--- src/rtl/mmio_fabric.sv ---
// mmio_fabric: table-driven MMIO interconnect between the CPU data port and
// up to 16 peripheral slaves.
//
// Each access is routed by looking up the top address nibble in REGION_MAP.
// The fabric produces a one-hot slave select, per-slave gated byte enables,
// and read wait states that stall the CPU. Accesses to unmapped regions are
// reported as errors.
//
// Optional build macro: MMIO_FABRIC_ERRCNT_EN
//   Defined:   err_count is a saturating count of unmapped accesses.
//   Undefined: err_count is tied to zero and no counter is built.
//
// state   | meaning
// --------+----------------------------------------------------------
// ST_IDLE | accepting requests; writes and zero-latency reads finish here
// ST_WAIT | wait-state read in progress; counter counts down to zero
// ST_RESP | captured read data is presented and the stall is released

module mmio_fabric #(
    parameter int          NUM_SLAVES = 9,
    parameter logic [63:0] REGION_MAP = 64'hFFFF_8877_6543_2100,
    parameter logic [31:0] SLAVE_LAT  = 32'h0,
    parameter int          ERRCNT_W   = 8
) (
    input  logic                    clk,
    input  logic                    rst_n,
    input  logic                    cpu_req,
    input  logic [31:0]             cpu_addr,
    input  logic [31:0]             cpu_wdata,
    input  logic [3:0]              cpu_wenable,
    output logic [31:0]             cpu_rdata,
    output logic                    cpu_stall,
    output logic                    cpu_err,
    output logic [NUM_SLAVES-1:0]   slv_sel,
    output logic [31:0]             slv_addr,
    output logic [31:0]             slv_wdata,
    output logic [4*NUM_SLAVES-1:0] slv_wenable,
    input  logic [32*NUM_SLAVES-1:0] slv_rdata,
    output logic [ERRCNT_W-1:0]     err_count
);

    typedef enum logic [1:0] {
        ST_IDLE = 2'd0,
        ST_WAIT = 2'd1,
        ST_RESP = 2'd2
    } state_t;

    state_t      state_q;
    state_t      state_d;
    logic [1:0]  cnt_q;
    logic [31:0] rdata_q;

    logic [3:0]  idx;
    logic [1:0]  lat;
    logic        mapped;
    logic        is_read;
    logic        new_access;
    logic        start_wait;
    logic [31:0] sel_rdata;

    assign slv_addr  = cpu_addr;
    assign slv_wdata = cpu_wdata;

    // Region lookup and per-slave latency for the current address
    always_comb begin
        idx        = REGION_MAP[{cpu_addr[31:28], 2'b00} +: 4];
        lat        = SLAVE_LAT[{idx, 1'b0} +: 2];
        mapped     = ({1'b0, idx} < 5'(NUM_SLAVES));
        is_read    = (cpu_wenable == 4'b0000);
        // A request seen in WAIT or RESP belongs to the read already underway
        new_access = cpu_req && (state_q == ST_IDLE);
        start_wait = new_access && mapped && is_read && (lat != 2'd0);
    end

    // One-hot select, gated byte enables and read-data mux over the slaves
    always_comb begin
        slv_sel     = '0;
        slv_wenable = '0;
        sel_rdata   = '0;
        for (int i = 0; i < NUM_SLAVES; i++) begin
            if (cpu_req && mapped && (idx == 4'(i))) begin
                slv_sel[i]           = 1'b1;
                slv_wenable[4*i +: 4] = cpu_wenable;
                sel_rdata            = slv_rdata[32*i +: 32];
            end
        end
    end

    // State register
    always_ff @(posedge clk or negedge rst_n) begin
        if (!rst_n) begin
            state_q <= ST_IDLE;
        end else begin
            state_q <= state_d;
        end
    end

    // Next-state logic
    always_comb begin
        state_d = state_q;
        case (state_q)
            ST_IDLE: if (start_wait) state_d = ST_WAIT;
            ST_WAIT: if (cnt_q == 2'd0) state_d = ST_RESP;
            ST_RESP: state_d = ST_IDLE;
            default: state_d = ST_IDLE;
        endcase
    end

    // Wait-state down-counter and read-data capture at terminal count
    always_ff @(posedge clk or negedge rst_n) begin
        if (!rst_n) begin
            cnt_q   <= 2'd0;
            rdata_q <= 32'h0;
        end else begin
            if (start_wait) begin
                cnt_q <= lat - 2'd1;
            end else if (state_q == ST_WAIT && cnt_q != 2'd0) begin
                cnt_q <= cnt_q - 2'd1;
            end
            if (state_q == ST_WAIT && cnt_q == 2'd0) begin
                rdata_q <= sel_rdata;
            end
        end
    end

    // CPU-facing outputs: stall, error pulse and read-data steering
    always_comb begin
        cpu_stall = 1'b0;
        cpu_err   = 1'b0;
        cpu_rdata = 32'h0;
        case (state_q)
            ST_IDLE: begin
                cpu_stall = start_wait;
                cpu_err   = new_access && !mapped;
                if (new_access && mapped && is_read && lat == 2'd0) begin
                    cpu_rdata = sel_rdata;
                end
            end
            ST_WAIT: cpu_stall = 1'b1;
            ST_RESP: cpu_rdata = rdata_q;
            default: cpu_stall = 1'b0;
        endcase
    end

`ifdef MMIO_FABRIC_ERRCNT_EN
    logic [ERRCNT_W-1:0] err_cnt_q;

    // Saturating count of unmapped accesses
    always_ff @(posedge clk or negedge rst_n) begin
        if (!rst_n) begin
            err_cnt_q <= '0;
        end else if (cpu_err && (err_cnt_q != {ERRCNT_W{1'b1}})) begin
            err_cnt_q <= err_cnt_q + ERRCNT_W'(1);
        end
    end

    assign err_count = err_cnt_q;
`else
    assign err_count = '0;
`endif

endmodule

--- config.mk ---
export PLATFORM = sky130hd
export DESIGN_NAME = mmio_fabric
export DESIGN_NICKNAME = d
export VERILOG_FILES = /design/src/rtl/mmio_fabric.sv
export SDC_FILE = /design/constraint.sdc
export NUM_CORES = 1
export LEC_CHECK = 0
export ABC_AREA = 1
export CAP_MARGIN = 5
export CORE_AREA = 2 2 198 200
export CTS_CLUSTER_DIAMETER = 30
export CTS_CLUSTER_SIZE = 40
export DETAILED_ROUTE_END_ITERATION = 8
export DIE_AREA = 0 0 200 202
export GPL_TIMING_DRIVEN = 0
export REMOVE_ABC_BUFFERS = 1
export SETUP_SLACK_MARGIN = 0.3
export SLEW_MARGIN = 20
export SYNTH_ARGS = -nofsm -noshare
export SYNTH_HDL_FRONTEND = slang
export SYNTH_SLANG_ARGS = --single-unit
--- constraint.sdc ---
create_clock -name clk -period 2.9 [get_ports clk]
set_input_delay 0.58 -clock clk [delete_from_list [all_inputs] [get_ports clk]]
set_output_delay 0.58 -clock clk [all_outputs]
set_load 0.005 [all_outputs]
==> metrics list <==
* DIE AREA: 40400 um^2
* Number of max-cap violations: 0
* Yosys reg bits: 36
* Post-Place Worst Slack: -2.83 ns
- Unique cell type count in the Yosys netlist: 30
- The final reports fail on setup timing.
* Average wire per standard cell: 21.8 um
* Post-DR vias/cell: between 4 and 5
- The detailed router finished its first iteration with 314 violations.
- Relative to the synthesized area, the layout overhead comes to 135%.
* Vert. Die Dim: 202 um
- Highest achievable clock rate: 305 MHz
- Total routing usage reported by global routing: 21.0%
- CP Class: in2reg
- The tightest min-delay check is of the in2async type.
* Share of final-layout standard cells stronger than drive strength 1: 34.0%
* Post-synthesis instance area: 5630 um^2
* Total Negative Setup Slacks: -13.15 ns
- During synthesis, Yosys emitted a total of 0 warnings.
- Reg power frac: 18.7%
- The slowest stage of the critical path belongs to the cell buf_4.
* Count of endpoints failing setup in the final report: between 40 and 50
- Vias in the first global route: 9047
- Summed over all nets, the half-perimeter wirelength after detailed placement is 27700 um.
- Worst slew pin tran: 0.583 ns
* Net switching power figure: between 800 and 900 uW
- In this run switching power makes up around 33% of total power.
- Cell chosen for the clock root: clkbuf_16
- Max stage delay on crit path: 0.16 ns
- Initial core utilization: around 15%
* Average cell area after synthesis: approximately 5.4 um^2
- The congestion estimate from routability-driven global placement came to slightly below 0.9.
- The worst-case IR drop observed on VDD is 0.169 mV.
- Share of the yosys chip area belonging to registers: roughly 16%
- Placed Instance Area: 9710 um^2
- Cell internal pwr: ~1800 uW
- Final Routed Wirelength: 45800 um
* Worst EP arrival: 3.46 ns
* Worst path most repeated cell: buf_4
* CTS H-tree depth: 2
- The flow ran to the end, but the final reports show violations.
* CP Capture Type: flip-flop
- Met3 wire len: roughly 5400 um
- The count of final hold-check violations is 0.
* Bufs and invs on worst path: 16
- Final-report max-slew violation count: 0
* Clock tree buffer depth: 2
- DRC violation count after routing: 0
- In this run, the combinational gates consume 59.2% of the power.
- The top cell type by area accounts for 24.1% of the synthesized area.
* Largest delay share family, worst path: buffers and inverters
- In the final routing, the length of wire on met1 measures 18000 um.
- Cell type with the largest total area after synthesis: nand2_1
- The first detailed-routing pass ran for 7 iterations.
* IO Count: between 500 and 600
- Worst EP required: around 3.1 ns
- Horizontal die dimension: roughly 200 um
* PwrDens: roughly 200 nW/um^2
- Setup clock skew after layout: roughly 0.011 ns
* Static power due to leakage: 0.00643 uW
- Setup repair after global routing missed its margin: yes
- Non-filler instance count after layout: 2100
- The worst pin sits at a relative slew slack of around 61%.
* Std-Cell Rows: 72
* Number of clock sinks: 36
* Setup WS post-layout: -0.375 ns
- The number of hold buffers added after CTS was 0.
- Global route overflow: 0
- Synth area leaders: nand2_1 24%, dfrtp_1 16%, buf_4 10%
- Final layout net count: 1943
* First-pass GRT wire length: 59800 um
- STA classifies the critical path startpoint as an input pin.
- Detailed-route via count: 9170
* Port bufs: about 380
- Clock tree from TritonCTS: done
- The number of clock buffers added by TritonCTS is 5.
* ANT nets after route: 0
- Std-Cell Core Area: 38300 um^2
* Top routing layer used: met5
- Instance count after placement with tap cells included: about 1800
* Post-Synthesis Cells: 1039
* Final Critical Period: 3.28 ns
- Hold timing on the final database bottoms out at a slack of 0.234 ns.
- Dividing the final minimum period by the clock period gives 113%.
- Clock group share of total power: 22.1%
- Initial antenna violation count: 2
- Clock transition at the register clock pins on the worst setup and hold paths after CTS: 0.06 ns
- Of all nets on the critical path, the largest fanout is 5.
* Summed area of non-filler cells in the final layout: 13300 um^2
- Pin count of the biggest net entering global routing: 40
- For the worst-skew pair, the clock arrives at the later sink with an insertion delay of 0.30 ns.
* Length of routed met2 wiring: approximately 20000 um
-- registers in the layout (all words and copies together) (netlist names) --
name     count
rdata_q     32
cnt_q        2
state_q      2
-- layer usage --
metal / vias up / global-route usage, %
met4: 6 / 8.04
met1: 4287 / 24.2
met3: 107 / 9.93
met5: - / 2.10
li1: 4239 / -
met2: 531 / 33.2
-- cell type report --
cell class                      count  area [um^2]
Fill cell                        3918        25000
Timing Repair Buffer              649         6770
Multi-Input combinational cell    760         4130
Sequential cell                    36          901
Tap cell                          518          648
Inverter                          124          591
Clock buffer                        8          146
Timing Repair inverter              4         72.6
Antenna cell                        1         2.50
-- worst paths after layout --
| path | endpoint | startpoint | cells past startpoint | slack [ns] |
|---|---|---|---|---|
| hold / removal | rdata_q[31] | rst_n | 1 | 0.23 |
| setup reg to reg | rdata_q[28] | state_q[1] | 9 | 0.82 |
| setup / recovery | rdata_q[31] | cpu_addr[28] | 27 | -0.38 |
| max in group asynchronous | cnt_q[1] | rst_n | 2 | 2.16 |
| min in group clk | rdata_q[18] | rdata_q[18] | 2 | 0.48 |
| hold reg to reg | rdata_q[18] | rdata_q[18] | 2 | 0.48 |
-- logic make-up after synthesis --
| kind of cell | synth area share [%] |
|---|---|
| and+or+nand+nor | 57.3 |
| buffers and inverters | 22.5 |
| DFF | 16.0 |
| AOI/OAI and AO/OA | 2.89 |
| adders and majority gates | 0.888 |
| other | 0.0666 |
| xor gates and xnor gates | 0.155 |
| muxes | 0.178 |
-- power by group through the flow --
stage | sequential [uW] | clock (uW) | combinational, uW
floorplan | 512 | 0 | 253
global placement | 512 | 0 | 830
detailed placement | 511 | 0 | 876
CTS | 502 | 631 | 1410
global route | 501 | 660 | 1690
finish | 502 | 595 | 1590
-- per-stage QoR --
step | power (uW) | util [%]
2_1_floorplan | 765 | -
3_3_place_gp | 1340 | 24.3
3_5_place_dp | 1390 | 25.4
4_1_cts | 2540 | 32.1
5_1_grt | 2850 | 34.6
6_report | 2690 | 34.6
-- worst register-to-register path: cells and delay by family, from the launching register on --
family	cells	cell delay [ns]
buffers and inverters	5	1.06
flip-flops	1	0.38
AND/OR/NAND/NOR	4	0.58
-- cells in the mapped netlist, drive strengths merged --
cell type / number
clkbuf: 16
or2: 45
buf: 111
nand3b: 19
o21ai: 1
nand4: 56
inv: 120
nor3: 2
xor2: 1
nand2: 368
o211ai: 21
ha: 4
conb: 1
dfrtp: 36
mux2i: 1
clkinv: 4
nor2: 140
nand3: 93
-- placed cells by master, fill, tap and decap left out, drive strengths merged --
master,netlist,final
clkbuf,16,16
dfrtp,36,36
conb,1,8
xor2,1,1
ha,4,4
clkdlybuf4s50,0,302
bufinv,0,1
or2,45,45
nand3,93,93
clkdlybuf4s15,0,2
nand3b,19,19
dlymetal6s2s,0,2
nor2,140,140
o211ai,21,21
dlygate4sd2,0,1
bufbuf,0,3
clkinvlp,0,4
inv,120,120
nand4,56,56
nand2,368,369
mux2i,1,1
diode,0,1
nor3,2,2
o21ai,1,1
clkinv,4,3
buf,111,331
-- what timing repair did --
action                     in CTS  in global routing
gates resized for setup       494                168
setup endpoints to repair     110                 84
cloned                         16                  2
setup buffers                 181                 57
pin swaps                      98                109
No activity file was read; power rests on OpenSTA's default activity.
==> patch 1, RTL diff (same flow settings) <==
Set the parameter `NUM_SLAVES` to 18 (it was 9).
--- a/src/rtl/mmio_fabric.sv
+++ b/src/rtl/mmio_fabric.sv
@@ -17,7 +17,7 @@
 // ST_RESP | captured read data is presented and the stall is released
 
 module mmio_fabric #(
-    parameter int          NUM_SLAVES = 9,
+    parameter int          NUM_SLAVES = 18,
     parameter logic [63:0] REGION_MAP = 64'hFFFF_8877_6543_2100,
     parameter logic [31:0] SLAVE_LAT  = 32'h0,
     parameter int          ERRCNT_W   = 8
Ports: changed (resized slv_rdata, slv_sel and slv_wenable); port bits go from 510 to 843. The function was not compared with the original's and may differ.
==> patch 1 against the original RTL <==
- the flow now stops in 3_2_place_iop
- area after synthesis grew 6.8%
==> patch 1: results (changes against the original RTL) <==
[synth]
seq_area_frac_synth = 0.150  ; -0.0101
synth-edff-count = 0  ; unchanged
yosys-top-cells-area = nand2_1, buf_4, dfrtp_1
synth_most_common_cell = nand2_1
ys_async_sr_fraction = 1.00  ; unchanged
synthFlopType = dfrtp_1
synth_cell_type_count = 32  ; +6.7%
synthCells = 1089  ; +4.8%
yosysWarnings = 0  ; unchanged
ys_ff_latch = 36  ; unchanged
synthTopCellsByCount = nand2_1, buf_4, nand3_1, nor2_1, inv_1

[outcome]
outcome = aborted with a tool error
error_line = [ERROR PPL-0024] Number of IO pins (843) exceeds maximum number of available positions (722). Increase the die perimeter from 804.00um to 1146.48um.
stop_stage = 3_2_place_iop

[floorplanning]
core.rowCount = 72  ; unchanged

-- patch 1: changes by cell type after synthesis, sizes merged, moves of 11 or more --
cell	before	now
nand3	93	128
buf	111	151
inv	120	64
nand3b	19	0
nand2	368	476
nor2	140	67
o211ai	21	0
a21oi	0	11
-- patch 1: cells by family after synthesis --
logic type | count (synthesis) | synth area share
XOR/XNOR | 1 | 0.00146
multiplexers | 1 | 0.00166
AO/OA/AOI/OAI | 27 | 0.0245
other | 1 | 0.000623
AND/OR/NAND/NOR | 778 | 0.571
buffers and inverters | 240 | 0.241
adder cells (fa/ha/maj) | 5 | 0.0104
flip-flops | 36 | 0.150
==> patch 2, RTL diff (same flow settings) <==
Made on the original files. Encoding of `state_t`: now one-hot (3 bits for 3 states).
--- a/src/rtl/mmio_fabric.sv
+++ b/src/rtl/mmio_fabric.sv
@@ -39,10 +39,10 @@
     output logic [ERRCNT_W-1:0]     err_count
 );
 
-    typedef enum logic [1:0] {
-        ST_IDLE = 2'd0,
-        ST_WAIT = 2'd1,
-        ST_RESP = 2'd2
+    typedef enum logic [2:0] {
+        ST_IDLE = 3'b001,
+        ST_WAIT = 3'b010,
+        ST_RESP = 3'b100
     } state_t;
 
     state_t      state_q;
Check against the original RTL: same outputs for any inputs over 10 cycles, from zero or initial values and one cycle with rst_n low; not proved beyond that.
==> patch 2 against the original RTL <==
- global-route usage increased by 0.095 points
- sequential share of layout area increased by 0.92 points
- setup slack gained 0.081 ns
- largest cell class unchanged
- routed wire length down 1.1%
- sequential cell count up 1
- utilization shrank 3.3 points
- hold slack worse by 0.013 ns
- area after synthesis down 3.4%
- first-iteration DRC count is 65% higher
- the run still ends with negative setup slack left
- fmax grew 2.5%
- total power shrank 12%
- design area down 9.4%
==> patch 2: results (changes against the original RTL) <==
[power_and_ir_drop]
switching_share = 0.332  ; +0.00560
peakVddDrop_v = 0.000164  ; -3.3%

[drt]
avgRoutedWirePerCell_um = 23.3  ; +6.6%
via_per_inst = 4.40  ; +0.80%
dr.pass1.iters = 5  ; -2

[synth]
synth_cell_type_count = 29  ; -3.3%
synth_compound_area_frac = 0.0322  ; +0.00331
synthCells = 1002  ; -3.6%
synthTopCellsByCount = nand2_1, nand3_1, nor2_1, inv_1, buf_4

[placed_design]
dp.cells = 1803  ; -1.7%
gp_congestion = 0.853  ; -2.0%
hpwl_um = 29800  ; +7.7%

[grt]
grt_pass1_wl_um = 59200  ; -0.97%
grt_start_max_net_pins = 28  ; -30%
gr-usage-all-layers = 0.211  ; +0.000951

[outcome]
violations = negative setup slack
outcome = finished, violations left

[critical_path]
rr_endpoint = rdata_q[2]
cp-endpoint = cpu_rdata[11]
crit_path_max_fanout = 7  ; +2
reg2reg_depth = 7  ; -2

[clock_tree]
ctsResizeCount = 473  ; -4.3%

[finish]
layout-drive-gt1-share = 0.310  ; -0.0308
reg.largest.list = rdata_q x32, state_q x3, cnt_q x2

[timing]
setup_viol = 36  ; -23%
finalWorstSetupSlack_ns = -0.294  ; +0.0812 ns

patch 2: power groups by stage:
stage | clock network [uW] | registers, uW | logic, uW
CTS | 621 | 516 | 1160
finish | 573 | 516 | 1280
global placement | 0 | 526 | 831
global route | 637 | 516 | 1360
detailed placement | 0 | 526 | 858
floorplan | 0 | 526 | 249
patch 2: layout make-up:
cell class	count	area, um^2	area share
timing repair buffer	528	5480	0.456
multi-input combinational	758	4240	0.353
sequential	37	927	0.0772
tap	518	648	0.0539
inverter	92	468	0.0389
clock buffer	7	143	0.0119
timing repair inverter	6	108	0.00895
antenna	2	5.00	0.000416
patch 2: critical path, stage by stage:
cell     delay, ns
buf_8         0.09
inv_6         0.04
ha_4          0.25
inv_2         0.03
nand2_2       0.06
nand3_4       0.15
nor2_8        0.14
inv_2         0.06
nor2_4        0.10
buf_12        0.12
buf_16        0.15
buf_12        0.14
inv_16        0.05
or2_0         0.21
nand2_2       0.09
nand3_2       0.08
nand3_2       0.07
nand2_1       0.05
buf_2         0.13
patch 2: per-layer routing:
layer  GRT usage  up-vias  share of wire
met1       0.243     4058           0.39
met2       0.324      519           0.44
met3       0.125       75           0.14
met4      0.0526        4          0.023
met5      0.0580        -         0.0065
li1            -     3918              -
patch 2: per-stage QoR:
step	TNS, ns	setup slack, ns	area [um^2]	total power, uW	hold slack, ns
global route	-11.25	-0.395	12000	2510	0.228
CTS	-9.32	-0.327	11300	2300	0.216
detailed placement	-181.64	-2.56	9510	1380	0.466
global placement	-406.31	-5.40	9160	1360	0.456
finish	-7.94	-0.294	12000	2370	0.221
floorplan	-57.06	-1.14	4700	775	0.284
patch 2: logic make-up after synthesis:
family,count (synthesis)
other,1
buffers and inverters,216
adder cells (fa/ha/maj),4
flip-flops,37
AO/OA/AOI/OAI,35
AND/OR/NAND/NOR,708
XOR/XNOR,1
